File: src/rtl/sys_array_loader_pkg.sv
`default_nettype none
// ============================================================================
// Module      : sys_array_pkg
// Description : Shared types and helpers for the systolic-array loader.
//               Holds the loader state encoding, default matrix geometry
//               and the counter-width helper.
// Revision    : 1.0 - initial release
// ============================================================================
package sys_array_pkg;

  typedef enum logic [2:0] {
    RECV_A = 3'd0,
    RECV_B = 3'd1,
    LOAD   = 3'd2,
    START  = 3'd3,
    WAIT   = 3'd4
  } loader_state_t;

  localparam int DEFAULT_ARRAY_W = 4;
  localparam int DEFAULT_ARRAY_L = 4;
  localparam int ELEMS_PER_MAT   = DEFAULT_ARRAY_W * DEFAULT_ARRAY_L;

  // Width of a counter that must hold values 0 .. n-1 (never narrower than 1).
  function automatic int cnt_w(input int n);
    return (n <= 2) ? 1 : $clog2(n);
  endfunction

endpackage
`default_nettype wire

File: src/rtl/sys_array_loader_if.sv
`default_nettype none
// ============================================================================
// Module      : sys_array_loader_if
// Description : Stream input, matrix buses and fetcher handshake of the
//               loader. master = stream source / fetcher side, slave = loader.
//               Adds reuse_b when SYS_ARRAY_LOADER_WEIGHT_REUSE_EN is defined.
// Ports       : s_valid/s_ready/s_data/s_last - element stream
//               data_a/data_b                  - assembled matrices
//               load_params/start_comp/comp_done - fetcher handshake
//               job_done/busy/err_framing/err_timeout - status
// Revision    : 1.0 - initial release
// ============================================================================
interface sys_array_loader_if #(
  parameter int DATA_WIDTH = 8,
  parameter int ARRAY_W    = 4,
  parameter int ARRAY_L    = 4
);
  logic                  s_valid;
  logic                  s_ready;
  logic [DATA_WIDTH-1:0] s_data;
  logic                  s_last;
  logic [0:ARRAY_W-1][0:ARRAY_L-1][DATA_WIDTH-1:0] data_a;
  logic [0:ARRAY_W-1][0:ARRAY_L-1][DATA_WIDTH-1:0] data_b;
  logic                  load_params;
  logic                  start_comp;
  logic                  comp_done;
  logic                  job_done;
  logic                  busy;
  logic                  err_framing;
  logic                  err_timeout;
`ifdef SYS_ARRAY_LOADER_WEIGHT_REUSE_EN
  logic                  reuse_b;
`endif

  modport master (
`ifdef SYS_ARRAY_LOADER_WEIGHT_REUSE_EN
    output reuse_b,
`endif
    output s_valid, s_data, s_last, comp_done,
    input  s_ready, data_a, data_b, load_params, start_comp,
    input  job_done, busy, err_framing, err_timeout
  );

  modport slave (
`ifdef SYS_ARRAY_LOADER_WEIGHT_REUSE_EN
    input  reuse_b,
`endif
    input  s_valid, s_data, s_last, comp_done,
    output s_ready, data_a, data_b, load_params, start_comp,
    output job_done, busy, err_framing, err_timeout
  );

endinterface
`default_nettype wire

File: src/rtl/sys_array_matrix_reg.sv
`default_nettype none
// ============================================================================
// Module      : sys_array_matrix_reg
// Description : ARRAY_W x ARRAY_L element register bank with a single
//               addressed write port; the whole bank is visible in parallel.
// Ports       : clk, reset          - clock, synchronous active-high reset
//               we, wr_row, wr_col  - write enable and element address
//               wr_data             - element to store
//               q                   - full matrix, row-major packed
// Revision    : 1.0 - initial release
// ============================================================================
module sys_array_matrix_reg
  import sys_array_pkg::*;
#(
  parameter int DATA_WIDTH = 8,
  parameter int ARRAY_W    = 4,
  parameter int ARRAY_L    = 4
) (
  input  wire logic                              clk,
  input  wire logic                              reset,
  input  wire logic                              we,
  input  wire logic [cnt_w(ARRAY_W)-1:0]         wr_row,
  input  wire logic [cnt_w(ARRAY_L)-1:0]         wr_col,
  input  wire logic [DATA_WIDTH-1:0]             wr_data,
  output logic [0:ARRAY_W-1][0:ARRAY_L-1][DATA_WIDTH-1:0] q
);

  logic [0:ARRAY_W-1][0:ARRAY_L-1][DATA_WIDTH-1:0] r_q;

  always_ff @(posedge clk) begin
    if (reset) begin
      r_q <= '0;
    end else if (we) begin
      r_q[wr_row][wr_col] <= wr_data;
    end
  end

  assign q = r_q;

endmodule
`default_nettype wire

File: src/rtl/sys_array_loader.sv
`default_nettype none
// ============================================================================
// Module      : sys_array_loader
// Description : Collects a serial stream of A then B elements (row-major),
//               presents both matrices in parallel, pulses load_params and
//               start_comp, then waits for a rising comp_done or a timeout.
//               Optional macro SYS_ARRAY_LOADER_WEIGHT_REUSE_EN adds reuse_b:
//               an A-only job that keeps the current B matrix.
// Ports       : clk, reset - clock, synchronous active-high reset
//               bus        - sys_array_loader_if.slave (stream, matrices,
//                            fetcher handshake and status pulses)
// Revision    : 1.0 - initial release
// ============================================================================
module sys_array_loader
  import sys_array_pkg::*;
#(
  parameter int DATA_WIDTH   = 8,
  parameter int ARRAY_W      = 4,
  parameter int ARRAY_L      = 4,
  parameter int DONE_TIMEOUT = 64
) (
  input  wire logic         clk,
  input  wire logic         reset,
  sys_array_loader_if.slave bus
);

  localparam int c_RW = cnt_w(ARRAY_W);
  localparam int c_CW = cnt_w(ARRAY_L);
  localparam int c_TW = cnt_w(DONE_TIMEOUT);
  localparam logic [c_RW-1:0] c_ROW_MAX = c_RW'(ARRAY_W - 1);
  localparam logic [c_CW-1:0] c_COL_MAX = c_CW'(ARRAY_L - 1);
  localparam logic [c_TW-1:0] c_TMO_MAX = c_TW'(DONE_TIMEOUT - 1);

  loader_state_t   r_state;
  logic [c_RW-1:0] r_row;
  logic [c_CW-1:0] r_col;
  logic [c_TW-1:0] r_tmo;
  logic            r_comp_prev;
  logic            r_job_done;
  logic            r_err_framing;
  logic            r_err_timeout;

  logic w_accept;
  logic w_at_start;
  logic w_mat_last;
  logic w_job_last;
  logic w_reuse;
  logic w_rise;
  logic w_tmo;

  assign w_accept   = bus.s_valid && bus.s_ready;
  assign w_at_start = (r_state == RECV_A) && (r_row == '0) && (r_col == '0);
  assign w_mat_last = (r_row == c_ROW_MAX) && (r_col == c_COL_MAX);

`ifdef SYS_ARRAY_LOADER_WEIGHT_REUSE_EN
  logic r_reuse;
  // On the first element the live pin decides; afterwards the captured value.
  assign w_reuse = w_at_start ? bus.reuse_b : r_reuse;
`else
  assign w_reuse = 1'b0;
`endif

  // The final element of a job is the last of B, or the last of A on a reuse job.
  assign w_job_last = w_mat_last &&
                      ((r_state == RECV_B) || ((r_state == RECV_A) && w_reuse));
  assign w_rise     = bus.comp_done && !r_comp_prev;
  assign w_tmo      = (r_tmo == c_TMO_MAX);

  always_ff @(posedge clk) begin
    if (reset) begin
      r_state       <= RECV_A;
      r_row         <= '0;
      r_col         <= '0;
      r_tmo         <= '0;
      r_comp_prev   <= 1'b0;
      r_job_done    <= 1'b0;
      r_err_framing <= 1'b0;
      r_err_timeout <= 1'b0;
`ifdef SYS_ARRAY_LOADER_WEIGHT_REUSE_EN
      r_reuse       <= 1'b0;
`endif
    end else begin
      r_job_done    <= 1'b0;
      r_err_framing <= 1'b0;
      r_err_timeout <= 1'b0;
      case (r_state)
        RECV_A, RECV_B: begin
          if (w_accept) begin
`ifdef SYS_ARRAY_LOADER_WEIGHT_REUSE_EN
            if (w_at_start) r_reuse <= bus.reuse_b;
`endif
            if (bus.s_last && !w_job_last) begin
              // Early s_last: abandon the job, keep whatever was written.
              r_err_framing <= 1'b1;
              r_row         <= '0;
              r_col         <= '0;
              r_state       <= RECV_A;
            end else begin
              // Missing s_last on the final element is flagged but tolerated.
              if (w_job_last && !bus.s_last) r_err_framing <= 1'b1;
              if (w_mat_last) begin
                r_row <= '0;
                r_col <= '0;
                if (r_state == RECV_B)  r_state <= LOAD;
                else if (w_reuse)       r_state <= START;
                else                    r_state <= RECV_B;
              end else if (r_col == c_COL_MAX) begin
                r_col <= '0;
                r_row <= r_row + 1'b1;
              end else begin
                r_col <= r_col + 1'b1;
              end
            end
          end
        end
        LOAD: begin
          r_state <= START;
        end
        START: begin
          // A sticky comp_done already high here must not count as an edge.
          r_comp_prev <= bus.comp_done;
          r_tmo       <= '0;
          r_state     <= WAIT;
        end
        WAIT: begin
          r_comp_prev <= bus.comp_done;
          r_tmo       <= r_tmo + 1'b1;
          if (w_rise || w_tmo) begin
            r_job_done    <= 1'b1;
            r_err_timeout <= !w_rise;
            r_row         <= '0;
            r_col         <= '0;
            r_state       <= RECV_A;
          end
        end
        default: begin
          r_state <= RECV_A;
        end
      endcase
    end
  end

  sys_array_matrix_reg #(
    .DATA_WIDTH(DATA_WIDTH), .ARRAY_W(ARRAY_W), .ARRAY_L(ARRAY_L)
  ) u_mat_a (
    .clk(clk), .reset(reset), .we(w_accept && (r_state == RECV_A)),
    .wr_row(r_row), .wr_col(r_col), .wr_data(bus.s_data), .q(bus.data_a)
  );

  sys_array_matrix_reg #(
    .DATA_WIDTH(DATA_WIDTH), .ARRAY_W(ARRAY_W), .ARRAY_L(ARRAY_L)
  ) u_mat_b (
    .clk(clk), .reset(reset), .we(w_accept && (r_state == RECV_B)),
    .wr_row(r_row), .wr_col(r_col), .wr_data(bus.s_data), .q(bus.data_b)
  );

  assign bus.s_ready     = (r_state == RECV_A) || (r_state == RECV_B);
  assign bus.load_params = (r_state == LOAD);
  assign bus.start_comp  = (r_state == START);
  assign bus.busy        = !w_at_start;
  assign bus.job_done    = r_job_done;
  assign bus.err_framing = r_err_framing;
  assign bus.err_timeout = r_err_timeout;

endmodule
`default_nettype wire

File: src/flat_wrapper.sv
// flat-port wrapper written by rule: the top's interface ports become plain ports
module sys_array_loader_flat import sys_array_pkg::*;
#(
  parameter int DATA_WIDTH   = 8,
  parameter int ARRAY_W      = 4,
  parameter int ARRAY_L      = 4,
  parameter int DONE_TIMEOUT = 64
)
  (clk, reset, bus_s_valid, bus_s_data, bus_s_last, bus_comp_done, bus_s_ready, bus_data_a, bus_data_b, bus_load_params, bus_start_comp, bus_job_done, bus_busy, bus_err_framing, bus_err_timeout);
  sys_array_loader_if #(.DATA_WIDTH(DATA_WIDTH), .ARRAY_W(ARRAY_W), .ARRAY_L(ARRAY_L)) bus_i ();
  input  wire logic clk;
  input  wire logic reset;
  input wire logic [$bits(bus_i.s_valid)-1:0] bus_s_valid;
  input wire logic [$bits(bus_i.s_data)-1:0] bus_s_data;
  input wire logic [$bits(bus_i.s_last)-1:0] bus_s_last;
  input wire logic [$bits(bus_i.comp_done)-1:0] bus_comp_done;
  output wire logic [$bits(bus_i.s_ready)-1:0] bus_s_ready;
  output wire logic [$bits(bus_i.data_a)-1:0] bus_data_a;
  output wire logic [$bits(bus_i.data_b)-1:0] bus_data_b;
  output wire logic [$bits(bus_i.load_params)-1:0] bus_load_params;
  output wire logic [$bits(bus_i.start_comp)-1:0] bus_start_comp;
  output wire logic [$bits(bus_i.job_done)-1:0] bus_job_done;
  output wire logic [$bits(bus_i.busy)-1:0] bus_busy;
  output wire logic [$bits(bus_i.err_framing)-1:0] bus_err_framing;
  output wire logic [$bits(bus_i.err_timeout)-1:0] bus_err_timeout;
  assign bus_i.s_valid = bus_s_valid;
  assign bus_i.s_data = bus_s_data;
  assign bus_i.s_last = bus_s_last;
  assign bus_i.comp_done = bus_comp_done;
  assign bus_s_ready = bus_i.s_ready;
  assign bus_data_a = bus_i.data_a;
  assign bus_data_b = bus_i.data_b;
  assign bus_load_params = bus_i.load_params;
  assign bus_start_comp = bus_i.start_comp;
  assign bus_job_done = bus_i.job_done;
  assign bus_busy = bus_i.busy;
  assign bus_err_framing = bus_i.err_framing;
  assign bus_err_timeout = bus_i.err_timeout;
  sys_array_loader #(.DATA_WIDTH(DATA_WIDTH), .ARRAY_W(ARRAY_W), .ARRAY_L(ARRAY_L), .DONE_TIMEOUT(DONE_TIMEOUT)) u_core (.clk(clk), .reset(reset), .bus(bus_i));
endmodule
File: config.mk
export PLATFORM = sky130hd
export DESIGN_NAME = sys_array_loader_flat
export DESIGN_NICKNAME = d
export VERILOG_FILES = /design/src/rtl/sys_array_loader_pkg.sv /design/src/rtl/sys_array_loader_if.sv /design/src/rtl/sys_array_matrix_reg.sv /design/src/rtl/sys_array_loader.sv /design/src/flat_wrapper.sv
export SDC_FILE = /design/constraint.sdc
export NUM_CORES = 1
export LEC_CHECK = 0
export BUFFER_PORTS_ARGS = -buffer_cell sky130_fd_sc_hd__buf_4
export CELL_PAD_IN_SITES_DETAIL_PLACEMENT = 0
export CELL_PAD_IN_SITES_GLOBAL_PLACEMENT = 1
export CORE_MARGIN = 3
export CORE_UTILIZATION = 35
export CTS_CLUSTER_DIAMETER = 80
export DETAILED_ROUTE_END_ITERATION = 16
export PLACE_DENSITY_LB_ADDON = 0.08
export SYNTH_ARGS = -nofsm -noshare
export SYNTH_HDL_FRONTEND = slang
export SYNTH_SLANG_ARGS = --single-unit
File: constraint.sdc
create_clock -name clk -period 2.6 [get_ports clk]
set_input_delay 0.26 -clock clk [delete_from_list [all_inputs] [get_ports clk]]
set_output_delay 0.26 -clock clk [all_outputs]
set_load 0.005 [all_outputs]
==> results of run 1 <==
-- through the flow --
step	worst slack (ns)	hold WS (ns)	cell area, µm²
after CTS	0.283	0.0127	13700
after floorplan	0.393	0.404	10300
after global routing	0.111	0.0355	13700
final	0.278	0.0443	13700
after global placement	0.344	0.476	12600
after detailed placement	0.296	0.485	12600
-- how the worst max path moves through the flow --
stage | startpoint | slack (ns) | cells after the start | end
6_report | u_core.r_col[0] | 0.28 | 8 | u_core.r_row[1]
5_1_grt | u_core.r_col[0] | 0.11 | 8 | u_core.r_row[1]
4_1_cts | u_core.r_col[0] | 0.28 | 8 | u_core.r_row[1]
3_5_place_dp | u_core.r_col[0] | 0.30 | 8 | u_core.r_row[1]
3_3_place_gp | u_core.r_col[0] | 0.34 | 8 | u_core.r_row[1]
2_1_floorplan | u_core.r_row[0] | 0.39 | 9 | u_core.r_row[1]
-- worst max-delay path, cell delays in order, from the launching register on --
cell,delay [ns]
dfxtp_1,0.41
ha_1,0.25
nand2_1,0.09
or4_1,0.40
ha_1,0.25
or2_2,0.29
a22oi_1,0.28
or4_1,0.16
a21oi_1,0.06
-- power groups by stage --
stage,logic (W),clock network [W],registers (W)
finish,0.000380,0.00430,0.00422
global route,0.000413,0.00459,0.00422
CTS,0.000387,0.00443,0.00422
detailed placement,0.000385,0,0.00431
global placement,0.000387,0,0.00431
floorplan,0.000224,0,0.00431
-- layer usage --
metal / global-route usage / wire length, µm / part of all wire / vias to the layer above
li1: - / - / - / 3810
met3: 0.0631 / 2660 / 0.084 / 40
met4: 0.0438 / 629 / 0.020 / 0
met1: 0.261 / 14100 / 0.45 / 3726
met5: 0 / 0 / 0 / -
met2: 0.304 / 14300 / 0.45 / 215
-- cells by family after synthesis --
family / Yosys count
and+or+nand+nor: 336
adders and majority gates: 10
AOI/OAI and AO/OA: 27
DFF: 273
muxes: 258
buffers and inverters: 84
-- placed cells by master (no fill, tap or decap), types with 2 or more instances in the layout --
cell       Yosys  final
buf_4          5    281
dfxtp_1      273    273
nor2_1       266    266
mux2i_1      257    257
clkbuf_16      0     31
nand3_2       30     30
inv_1         11     11
ha_1          10     10
clkbuf_8       0     10
a21oi_1        8      8
clkinv_2       0      7
nand2_1        6      6
and3b_1        4      4
nand4_1        4      4
nor3_1         4      4
clkbuf_1      54      4
or4_1          3      3
nand3_1        3      3
o21ai_0        3      3
a211oi_1       2      2
a22oi_1        2      2
nand2b_1       2      2
nor2b_1        2      2
a31oi_1        2      2
bufinv_16      0      2
buf_12         0      2
-- sequential cells by signal, summed over array words and instances, names as in the netlist --
name and flops:
u_core.u_mat_b.q 128, u_core.r_state 3, u_core.r_row 2, u_core.u_mat_a.q 128
u_core.r_tmo 6, u_core.bus.err_timeout 1, u_core.bus.job_done 1, u_core.bus.err_framing 1
u_core.r_col 2, u_core.r_comp_prev 1
-- area by class of cell --
type | instances | area (µm²) | share of cell area
clock buffers | 44 | 915 | 0.0669
flip-flops and latches | 273 | 5470 | 0.400
repair buffers | 285 | 2170 | 0.159
clock inverters | 9 | 95.1 | 0.00696
inverters | 11 | 41.3 | 0.00302
multi-input cells | 631 | 4500 | 0.329
well taps | 384 | 480 | 0.0352
-- repair_timing --
action	in CTS	in global routing
endpoints found under the setup margin	0	0
hold buffers	1	0
endpoints found under the hold margin	1	0
==> impl_metrics.yaml, run 1 <==
finish:
  fin_nets: 1255
  stdcell_count: 1637
  antenna_cells: 0
  layout-drive-gt1-share: 0.295
  synthToLayoutAreaGrowth_pct: 32.2
  final_core_util: 0.472
  nFillCells: 2800
power_and_ir_drop:
  seqPwrFrac: 0.474
  power_frac_clock: 0.483
  leakage_nw: 7.49
  internal-power_w: 0.00692
  p_sw_frac: 0.222
  p_total_w: 0.00890
  switchingPower_w: 0.00198
  power_density_nw_per_um2: 651
  ir_drop_mv: 0.427
  p_comb_frac: 0.043
drt:
  drcViolationCount: 0
  dr.pass1.iters: 5
  drtIter0Drc: 430
  routed_wl_um: 31700
  vias: 7791
  ant_nets: 0
  wl_per_cell_um: 19.3
  viasPerCell: 4.76
timing:
  slew_headroom: 0.542
  slew_viol_final: 0
  setup_viol: 0
  grt_setup_unrepaired: "no"
  final_hold_viol_count: 0
  post-route-min-period_ns: 2.32
  tightest_slew_ns: 0.688
  totalNegativeSetupSlack_ns: 0
  clock.fmax_mhz: 431
  fin_crit_sh: 0.893
  fin_worst_skew_ns: 0.00666
worst_hold_path:
  hp-class: "input pin to flop"
  hp-start: "bus_s_last"
  min_to: "u_core.r_state[0]"
  whs_path_depth: 4
clock_network:
  cts_sinks: 273
  cts.reportedPaths.clkPinSlew_ns: 0.06
  root_buffer: "clkbuf_16"
  numCtsBuffers: 30
  cts-resized-gates: 0
  post_cts_buffers: 0
  cts_tree: "yes"
  clock_latency_ns: 0.54
  cts_max_path_buffers: 3
  htreeDepth: 1
logic_synthesis:
  synthXorXnorAreaFrac: 0
  ys_seq_area_frac: 0.528
  synthMostInstantiatedCell: "dfxtp_1"
  yosys.area_share.simple: 0.155
  synth_ff_type: "dfxtp_1"
  synthTopCellsByCount: "273 x dfxtp_1, 266 x nor2_1, 257 x mux2i_1"
  synth-compound-area-share: 0.0179
  syn-num-nets: 1011
  synth_cells: 988
  synthAdderAreaFrac: 0.0121
  synth_top_area_frac: 0.528
  synth_area_um2: 10300
  synth_warnings: 0
  synth_top_area_cell: "dfxtp_1"
  synthMuxAreaShare: 0.250
  ys_ff_latch: 273
  syn_area_per_cell_um2: 10.5
  async_flop_share: 0
  synth_edf_count: 0
  yosys.cell_types.count: 47
  ys_top_cells_by_area: "dfxtp_1 53%, mux2i_1 25%, nor2_1 9.7%"
  synth_top_family_by_area: "multiplexers"
outcome:
  outcome: "completed"
placed_design:
  io_buffers: 275
  placed_cells: 1583
  dpl.hpwl_um: 20100
  gp_congestion: 0.761
floorplanning:
  core_area_um2: 28900
  die_w_um: 178
  die-area_um2: 31600
  std_cell_rows: 62
  die_h_um: 178
  pin_count: 276
  start_util: 0.357
global_routing:
  grt_pass1_vias: 7507
  antenna_found_initial: 0
  overflow: 0
  track_usage: 0.194
  grt_pass1_wl_um: 47500
  grt_max_degree: 96
critical_path:
  worstPathRequired_ns: 3.00
  rrSetupSlack_ns: 0.28
  r2r_cells: 8
  cp.arrival_ns: 2.72
  path_max_fanout: 5
  crit_path_end_kind: "flop"
  r2r-end: "u_core.r_row[1]"
  cp-start-kind: "flop"
  r2r_start: "u_core.r_col[0]"
  path_class: "flop to flop"
flow_run:
  cap_violations: 0
Note: power is estimated with default switching activity, not from simulation.
==> run 2, diff against run 1 <==
--- a/config.mk
+++ b/config.mk
@@ -10,7 +10,7 @@
 export CELL_PAD_IN_SITES_GLOBAL_PLACEMENT = 1
 export CORE_MARGIN = 3
 export CORE_UTILIZATION = 35
-export CTS_CLUSTER_DIAMETER = 80
+export CTS_CLUSTER_DIAMETER = 60
 export DETAILED_ROUTE_END_ITERATION = 16
 export PLACE_DENSITY_LB_ADDON = 0.08
 export SYNTH_ARGS = -nofsm -noshare
==> constraint.sdc (replaced) <==
create_clock -name clk -period 2.6 [get_ports clk]
set_input_delay 0.26 -clock clk [delete_from_list [all_inputs] [get_ports clk]]
set_output_delay 0.26 -clock clk [all_outputs]
set_load 0.1 [all_outputs]
==> impl_metrics.yaml, run 2 (synthesis gave the netlist of run 1 again) <==
critical_path:
  r2r_start: "u_core.r_col[0]"
  cp.arrival_ns: 2.72
  slowest_delay_ns: 0.40
  cp-start-kind: "flop"
  critPathTopFamily: "simple AND/OR/NAND/NOR gates"
  r2r-end: "u_core.r_row[1]"
  critical-path-slowest-cell: "dfxtp_1"
  crit_chain: "ha_1 > nand2_1 > or4_1 > ha_1 > or2_2 > a22oi_1 > or4_1 > a21oi_1"
  worstPathRequired_ns: 2.99
  crit_path_end_kind: "flop"
  critPathBufInv: 0
  path_class: "flop to flop"
  r2r_cells: 8
  rrSetupSlack_ns: 0.27
  path_max_fanout: 5
global_routing:
  overflow: 0
  antenna_found_initial: 0
  track_usage: 0.194
  grt_max_degree: 96
  grt_pass1_wl_um: 47400
  grt_pass1_vias: 7516
clock_network:
  cts.reportedPaths.clkPinSlew_ns: 0.06
  htreeDepth: 1
  root_buffer: "clkbuf_16"
  cts_tree: "yes"
  cts_sinks: 273
  clock_latency_ns: 0.54
  numCtsBuffers: 31
  cts_max_path_buffers: 3
  post_cts_buffers: 0
placed_design:
  gp_congestion: 0.761
  io_buffers: 275
  dpl.hpwl_um: 20100
  placed_area_um2: 12600
  dp_slack_ns: 0.296
floorplanning:
  core_area_um2: 28900
  die_h_um: 178
  die-area_um2: 31600
  pin_count: 276
  die_w_um: 178
  start_util: 0.357
  std_cell_rows: 62
finish:
  fin_nets: 1256
  layout-drive-gt1-share: 0.293
  final_cell_area_um2: 13600
  layout_commonest_cell: "buf_4"
  mostFrequentLayoutCells: "281 x buf_4, 273 x dfxtp_1, 266 x nor2_1, 257 x mux2i_1, 31 x clkbuf_16"
  synthToLayoutAreaGrowth_pct: 31.5
  antenna_cells: 0
  nFillCells: 2816
power_and_ir_drop:
  power_density_nw_per_um2: 651
  leakage_nw: 7.45
  ir_drop_mv: 0.422
timing:
  slew_viol_final: 0
  fin_worst_skew_ns: 0.0123
  clock.fmax_mhz: 430
  worst_slack_ns: 0.274
  post-route-min-period_ns: 2.33
  tightest_slew_ns: 0.678
  final_hold_viol_count: 0
  grt_setup_unrepaired: "no"
  setup_viol: 0
  slew_headroom: 0.548
  totalNegativeSetupSlack_ns: 0
  fin_crit_sh: 0.894
worst_hold_path:
  min_to: "u_core.r_state[0]"
  whs_path_depth: 4
  hp-class: "input pin to flop"
  hp-start: "bus_s_last"
drt:
  drcViolationCount: 0
  vias: 7776
  wl_per_cell_um: 19.4
  drtIter0Drc: 375
  viasPerCell: 4.76
  ant_nets: 0
  routed_wl_um: 31700
  dr.pass1.iters: 5
flow_run:
  cap_violations: 0
outcome:
  outcome: "completed"
run 2: metal layers:
layer  wire length (µm)  up-vias  track usage
met1              14200     3729        0.260
met3               2500       36       0.0640
li1                   -     3806            -
met5                  0        -            0
met4                601        0       0.0416
met2              14400      205        0.304
run 2: layout make-up:
class / instances / area, µm² / area share
Tap cell: 384 / 480 / 0.0353
Sequential cell: 273 / 5470 / 0.402
Clock inverter: 9 / 73.8 / 0.00543
Multi-Input combinational cell: 631 / 4500 / 0.331
Inverter: 11 / 41.3 / 0.00304
Clock buffer: 42 / 867 / 0.0638
Timing Repair Buffer: 285 / 2170 / 0.160
run 2: how the worst max path moves through the flow:
stage                            startpoint               to  slack, ns  depth (start not counted)
after floorplan           u_core.r_state[2]  u_core.r_col[1]       0.06                          4
after global placement      u_core.r_col[0]  u_core.r_row[1]       0.34                          8
after detailed placement    u_core.r_col[0]  u_core.r_row[1]       0.30                          8
after CTS                   u_core.r_col[0]  u_core.r_row[1]       0.29                          8
after global routing        u_core.r_col[0]  u_core.r_row[1]       0.11                          8
final                       u_core.r_col[0]  u_core.r_row[1]       0.27                          8
run 2: per-stage QoR:
step / utilization / hold slack (ns) / total power, W / cells
final: 0.470 / 0.0521 / 0.00886 / 1635
after global routing: 0.470 / 0.0449 / 0.00917 / 1635
after CTS: 0.470 / 0.0263 / 0.00899 / 1635
after detailed placement: 0.437 / 0.485 / 0.00487 / 1583
after global placement: 0.437 / 0.476 / 0.00487 / 1583
after floorplan: - / 0.404 / 0.00471 / 988
run 2: what timing repair did:
action / in CTS / in global routing
hold endpoints to repair: 1 / 0
hold buffers: 1 / 0
gates resized for setup: 0 / 0
run 2: power by group:
part	total [W]	switching, W	internal [W]
sequential	0.00422	0.0000151	0.00421
clock	0.00408	0.00168	0.00240
combinational	0.000551	0.000440	0.000111
run 2: worst reg2reg max path: cells and delay by family, from the launching register on:
family,cells,cell delay [ns]
DFF,1,0.40
and+or+nand+nor,4,0.94
adders and majority gates,2,0.50
AOI/OAI and AO/OA,2,0.34
